--- src/rtl/display_ctrl.sv ---
// Front-panel display controller: debounced page button, page sequencing with
// optional auto-rotate, hold-able shadow of the selected value, 8-digit 7-seg scan.
module display_ctrl #(
    parameter int SCAN_DIV    = 50000,
    parameter int DEBOUNCE    = 500000,
    parameter int AUTO_PERIOD = 100000000
) (
    input  logic        clk,
    input  logic        reset,
    input  logic        btn_next,
    input  logic        auto_en,
    input  logic        hold,
    input  logic [31:0] disp_data,
    output logic [2:0]  sel_out,
    output logic        page_changed,
    output logic [7:0]  an,
    output logic [7:0]  seg
);

    localparam int SCAN_W = $clog2(SCAN_DIV);
    localparam int DB_W   = $clog2(DEBOUNCE);
    localparam int AUTO_W = $clog2(AUTO_PERIOD);

    localparam logic [SCAN_W-1:0] SCAN_MAX = SCAN_W'(SCAN_DIV - 1);
    localparam logic [DB_W-1:0]   DB_MAX   = DB_W'(DEBOUNCE - 1);
    localparam logic [AUTO_W-1:0] AUTO_MAX = AUTO_W'(AUTO_PERIOD - 1);

    localparam logic [2:0] PAGE_SYSCALL = 3'd0;
    localparam logic [2:0] PAGE_PC      = 3'd1;
    localparam logic [2:0] PAGE_CYCLES  = 3'd2;
    localparam logic [2:0] PAGE_JUMPS   = 3'd3;
    localparam logic [2:0] PAGE_TAKEN   = 3'd4;
    localparam logic [2:0] PAGE_BRANCH  = 3'd5;
    localparam logic [2:0] PAGE_MEM     = 3'd6;

    logic              sync1_q, sync1_d, sync2_q, sync2_d;
    logic              db_level_q, db_level_d;
    logic [DB_W-1:0]   db_cnt_q, db_cnt_d;
    logic [AUTO_W-1:0] auto_cnt_q, auto_cnt_d;
    logic [2:0]        sel_q, sel_d;
    logic              page_changed_q, page_changed_d;
    logic [31:0]       shadow_q, shadow_d;
    logic [SCAN_W-1:0] scan_cnt_q, scan_cnt_d;
    logic [2:0]        idx_q, idx_d;
    logic [7:0]        an_q, an_d;
    logic [7:0]        seg_q, seg_d;

    logic db_expire, press, auto_expire, advance;
    logic [3:0] nibble;

    function automatic logic [6:0] hex7(input logic [3:0] n);
        case (n)
            4'h0: hex7 = 7'b1000000;
            4'h1: hex7 = 7'b1111001;
            4'h2: hex7 = 7'b0100100;
            4'h3: hex7 = 7'b0110000;
            4'h4: hex7 = 7'b0011001;
            4'h5: hex7 = 7'b0010010;
            4'h6: hex7 = 7'b0000010;
            4'h7: hex7 = 7'b1111000;
            4'h8: hex7 = 7'b0000000;
            4'h9: hex7 = 7'b0010000;
            4'hA: hex7 = 7'b0001000;
            4'hB: hex7 = 7'b0000011;
            4'hC: hex7 = 7'b1000110;
            4'hD: hex7 = 7'b0100001;
            4'hE: hex7 = 7'b0000110;
            default: hex7 = 7'b0001110;
        endcase
    endfunction

    // The press fires on the same edge the debounced level rises, so the page
    // update lands 2 + DEBOUNCE cycles after a clean button edge.
    always_comb begin
        sync1_d = btn_next;
        sync2_d = sync1_q;

        db_expire  = (sync2_q != db_level_q) && (db_cnt_q == DB_MAX);
        press      = db_expire && sync2_q;
        db_level_d = db_expire ? sync2_q : db_level_q;
        if (sync2_q == db_level_q || db_expire) begin
            db_cnt_d = '0;
        end else begin
            db_cnt_d = db_cnt_q + 1'b1;
        end

        auto_expire = auto_en && (auto_cnt_q == AUTO_MAX);
        advance     = press || auto_expire;
        if (!auto_en || advance) begin
            auto_cnt_d = '0;
        end else begin
            auto_cnt_d = auto_cnt_q + 1'b1;
        end

        sel_d = sel_q;
        if (advance) begin
            case (sel_q)
                PAGE_SYSCALL: sel_d = PAGE_PC;
                PAGE_PC:      sel_d = PAGE_CYCLES;
                PAGE_CYCLES:  sel_d = PAGE_JUMPS;
                PAGE_JUMPS:   sel_d = PAGE_TAKEN;
                PAGE_TAKEN:   sel_d = PAGE_BRANCH;
                PAGE_BRANCH:  sel_d = PAGE_MEM;
                default:      sel_d = PAGE_SYSCALL;
            endcase
        end
        page_changed_d = advance;

        shadow_d = hold ? shadow_q : disp_data;

        if (scan_cnt_q == SCAN_MAX) begin
            scan_cnt_d = '0;
            idx_d      = idx_q + 3'd1;
        end else begin
            scan_cnt_d = scan_cnt_q + 1'b1;
            idx_d      = idx_q;
        end

        nibble = shadow_q[{idx_q, 2'b00} +: 4];
        an_d   = ~(8'd1 << idx_q);
        seg_d  = {~((idx_q == 3'd0) && auto_en), hex7(nibble)};
    end

    always_ff @(posedge clk or posedge reset) begin
        if (reset) begin
            sync1_q        <= 1'b0;
            sync2_q        <= 1'b0;
            db_level_q     <= 1'b0;
            db_cnt_q       <= '0;
            auto_cnt_q     <= '0;
            sel_q          <= PAGE_SYSCALL;
            page_changed_q <= 1'b0;
            shadow_q       <= '0;
            scan_cnt_q     <= '0;
            idx_q          <= 3'd0;
            an_q           <= 8'hFF;
            seg_q          <= 8'hFF;
        end else begin
            sync1_q        <= sync1_d;
            sync2_q        <= sync2_d;
            db_level_q     <= db_level_d;
            db_cnt_q       <= db_cnt_d;
            auto_cnt_q     <= auto_cnt_d;
            sel_q          <= sel_d;
            page_changed_q <= page_changed_d;
            shadow_q       <= shadow_d;
            scan_cnt_q     <= scan_cnt_d;
            idx_q          <= idx_d;
            an_q           <= an_d;
            seg_q          <= seg_d;
        end
    end

    assign sel_out      = sel_q;
    assign page_changed = page_changed_q;
    assign an           = an_q;
    assign seg          = seg_q;

endmodule

--- config.mk ---
export PLATFORM = sky130hd
export DESIGN_NAME = display_ctrl
export DESIGN_NICKNAME = d
export VERILOG_FILES = /design/src/rtl/display_ctrl.sv
export SDC_FILE = /design/constraint.sdc
export NUM_CORES = 1
export LEC_CHECK = 0
export BUFFER_PORTS_ARGS = -buffer_cell sky130_fd_sc_hd__clkbuf_2
export CORE_ASPECT_RATIO = 1.5
export CORE_MARGIN = 2
export CORE_UTILIZATION = 30
export CTS_CLUSTER_SIZE = 24
export DETAILED_ROUTE_END_ITERATION = 16
export PLACE_DENSITY = 0.46
export SYNTH_ARGS = -nofsm -noshare
export SYNTH_HDL_FRONTEND = slang
export SYNTH_SLANG_ARGS = --single-unit
export TNS_END_PERCENT = 5
--- constraint.sdc ---
create_clock -name clk -period 4.5 [get_ports clk]
set_clock_uncertainty 0.2 [all_clocks]
set_input_delay 0.675 -clock clk [delete_from_list [all_inputs] [get_ports clk]]
set_output_delay 0.675 -clock clk [all_outputs]
set_load 0.05 [all_outputs]
* Word-level counts from Yosys, hierarchy flattened
Memory sizes are Yosys's and may differ from the RTL's. A register that Yosys moved wholly into a read port is not among the register bits. Cells that the tools add are included.
Operators by class: add/subtract/negate cells 4, equal/unequal tests 10, shift operators 2, multiplexer cells 4, bitwise logic cells 2, reduce and logical (&&, ||, !) cells 10
Operators by type and width (count):
- $shiftx 32x6->4 | 1
- $add 27x1->27 const B | 1
- $eq 27x27->1 const B | 1
- $mux 27 | 1
- $add 19x1->19 const B | 1
- $eq 19x19->1 const B | 1
- $mux 19 | 1
- $pmux 3 s6 | 1
- $add 16x1->16 const B | 1
- $eq 16x16->1 const B | 1
- $mux 16 | 1
- $not 8->8 | 1
- $shl 1x3->8 const A | 1
- $eq 3x2->1 const B | 2
- $eq 3x3->1 const B | 2
- $logic_not 3->1 | 2
- $logic_and 1x1->1 | 4
- $add 3x1->3 const B | 1
- $eq 3x1->1 const B | 1
- $logic_or 1x1->1 | 3
- $eq 1x1->1 | 1
- $logic_not 1->1 | 1
- $ne 1x1->1 | 1
- $not 1->1 | 1
Word-level totals: register bits after elaboration 120, bits in read-only memories 112, input port bits 37, output and inout port bits 20, memories kept 1
Memory list:
- (name not given) | depth 16, width 7, read ports 1, clocked after memory_dff 1, wr ports 0, RTL line 52 | case (n)

* Depth between registers and ports, before layout
word-level depth 6, depth in mapped cells 9, gate-level depth less buffers 6

* Worst setup path before layout
Ideal clock, no wire load.
path kind reg-to-reg, from register idx_q[0], to register seg_q[0] (netlist: seg[0]), library setup time 0.086 ns, arrival time 2.029 ns, slack 2.184 ns, cell stages (with the launch flop) 8, period minus slack after synthesis 2.316 ns, cell sequence dfrtp_1 > buf_6 > mux4_1 > mux2i_1 > inv_1 > ha_1 > a22oi_1 > o31ai_1
Between the ends: word-level cells in the longest chain between the ends 1
Ends and longest elaborated chain:
- from (decl) | RTL line 44 | logic [2:0] idx_q, idx_d;
- from (signal assigned) | RTL line 148 | idx_q <= idx_d;
- $shiftx 32x6->4 | RTL line 119 | nibble = shadow_q[{idx_q, 2'b00} +: 4];
- to (decl) | RTL line 46 | logic [7:0] seg_q, seg_d;
Every way passes these cells. A chain may end at the register's enable or synchronous reset.

* Worst setup path in the final report
Same ends and word-level chain as after synthesis.

==> results.cfg <==
[run_status]
outcome = finished clean

[clock_tree]
cts_setup_buffers = 0
cts_hold_buf = 0
clk_latency_ns = 0.41
cts_resized = 0
cts_buffers = 17
clk_pin_slew_ns = 0.05
cts_tree = done
cts.htree.levels = 4
cts_sinks = 120
root_buffer = clkbuf_16
clock_path_buffers = 2

[detailed_routing]
vias = 3680
drc_errors = 0
drt_first_iter_violations = 141
wl_per_cell_um = 14.08
dr.pass1.iters = 4
wl_um = 11370
vias_per_cell = 4.560
ant_nets = 0

[critical_path]
critPathCapture = seg[0]
arrival_ns = 3.05
crit_chain = mux4_2, mux2i_1, nor2_1, a22oi_1, o31ai_1
crit_path_end_kind = flip-flop
required_ns = 4.63
regToRegSetupSlack_ns = 1.58
critPathMaxFanout = 11
timing.rr.end = seg[0]
critPathLaunchType = flip-flop
r2r_start = idx_q[0]
path_class = reg2reg
max_stage_delay_ns = 0.82
cp_slowest_cell = mux2i_1
startpoint = idx_q[0]
worst-r2r-cell-count = 5

[synth]
synthDistinctLibCells = 54
synth_top_family_by_area = simple AND/OR/NAND/NOR gates
yosys.area_share.adder_pct = 3.328
synth_top_area_cell = dfrtp_1
netlist_area_um2 = 5639
synthFlopType = dfrtp_1
synth-simple-area-share_pct = 16.24
synth-seq-cells = 120
synth_xor_area_share_pct = 8.076
synth.avg_cell_area_um2 = 11.72
syn_nets = 533
ys_async_sr_fraction_pct = 100.0
synth_compound_area_share_pct = 3.639
postSynthCellCount = 481
synth_top_area_share_pct = 46.15
synthMuxAreaShare_pct = 12.54
synth_warnings = 0
yosysSeqAreaShare_pct = 53.61
synth.area.top_cells = dfrtp_1 (46%), dfstp_2 (7.5%), mux2_2 (6.6%)
synth_edf_count = 0

[flow_run]
cap_viol_max_count = 0

[grt]
grt_max_degree = 79
grt_overflow = 0
grtUsageTotal_pct = 12.55
grt_first_pass_wirelength_um = 19110
grt_pass1_vias = 3868
antenna_found_initial = 0

[pwr]
p_total_uw = 2859
worst_ir_drop_vdd_mv = 0.2298
powerDensity_nw_per_um2 = 418.8
leakagePower_uw = 0.002993

[floorplanning]
fp.dieH_um = 171.9
pin_count = 57
dieArea_um2 = 19930
start_util_pct = 30.53
num_rows = 61
die_w_um = 115.9
core_area_um2 = 18470

[timing]
relSlewSlack_pct = 28.82
fin_crit_sh_pct = 64.88
fin_crit_ns = 2.920
rsz0062_at_grt = false
fmax_mhz = 342.5
tns_ns = 0
finalMaxSlewViolations = 0
fin_ws_ns = 1.580
tightestPinTransition_ns = 1.038
hold_viol_final = 0
setup_viol = 0

[finish]
fin_nets = 594
drive_gt1_share_pct = 27.21
area_growth_pct = 21.06
layout_commonest_cell = dfrtp_1
antenna_cells = 0
layout_common_cells = dfrtp_1 (104), nor2_1 (60), clkbuf_2 (56)
finalNonFillerCells = 807

[worst_hold_path]
hold_path.class = reg2reg

[place]
gp_congestion = 0.7439
port_buffers = 56
dp_cells = 775
hpwlAfterDp_um = 8021
post-place-ws_ns = 1.559
-- cells in the mapped netlist (all sizes together) (10+ instances only) --
cell and instances:
and3 14, buf 10, dfrtp 104, dfstp 16, ha 15, inv 15, mux2 35, mux2i 11
nand2 31, nand3 30, nand4 11, nor2 60, xnor2 21, xor2 31
-- metal layers --
metal,up-vias,wire [um],GRT usage [%]
li1,1793,-,-
met3,14,261,2.944
met1,1825,4935,14.73
met2,48,5962,21.54
met5,-,0,0
met4,0,206,5.849
-- state kept, by name, summed over array words and instances, names as in the netlist --
name	count
shadow_q	32
scan_cnt_q	16
db_cnt_q	19
an	8
page_changed	1
seg	8
sel_out	3
auto_cnt_q	27
idx_q	3
sync1_q	1
db_level_q	1
sync2_q	1
-- area by class of cell --
cell class | count | area, um2
Clock inverter | 7 | 162.7
Tap cell | 252 | 315.3
Fill cell | 1876 | 11640
Multi-Input combinational cell | 331 | 2471
Timing Repair Buffer | 57 | 300.3
Clock buffer | 25 | 495.5
Inverter | 15 | 58.81
Sequential cell | 120 | 3023
-- worst min path at each step --
stage | from | to | cells after the start
6_report | sync1_q | sync2_q | 0
5_1_grt | btn_next | sync1_q | 1
3_3_place_gp | sync1_q | sync2_q | 0
2_1_floorplan | sync1_q | sync2_q | 0
4_1_cts | btn_next | sync1_q | 1
3_5_place_dp | sync1_q | sync2_q | 0
-- where the power goes --
| group | leakage [uW] | switching (uW) | internal [uW] |
|---|---|---|---|
| sequential | 0.00152 | 23.5 | 1130 |
| combinational | 0.00115 | 122 | 78.4 |
| clock | 0.000318 | 460 | 1040 |
-- worst max-delay path, delay by kind of cell (launching register included) --
kind | cells | cell delay (ns)
flops | 1 | 0.72
mux | 2 | 1.40
simple gates | 1 | 0.20
compound gates | 2 | 0.29
-- cell families (layout without fill, tap and decap cells) --
kind of cell / after synthesis / after routing
AOI/OAI and AO/OA: 27 / 27
xor gates and xnor gates: 52 / 52
adders and majority gates: 15 / 15
buffers and inverters: 30 / 104
DFF: 120 / 120
muxes: 54 / 54
and+or+nand+nor: 183 / 183
-- per-stage QoR --
step | instance area (um2) | hold WS [ns] | util [%]
global route | 6827 | 0.1603 | 36.96
floorplan | 5639 | 0.1312 | -
detailed placement | 6168 | 0.1394 | 33.40
finish | 6827 | 0.1756 | 36.96
CTS | 6827 | 0.1570 | 36.96
global placement | 6168 | 0.1430 | 33.40
(Power assumes the default switching activity.)
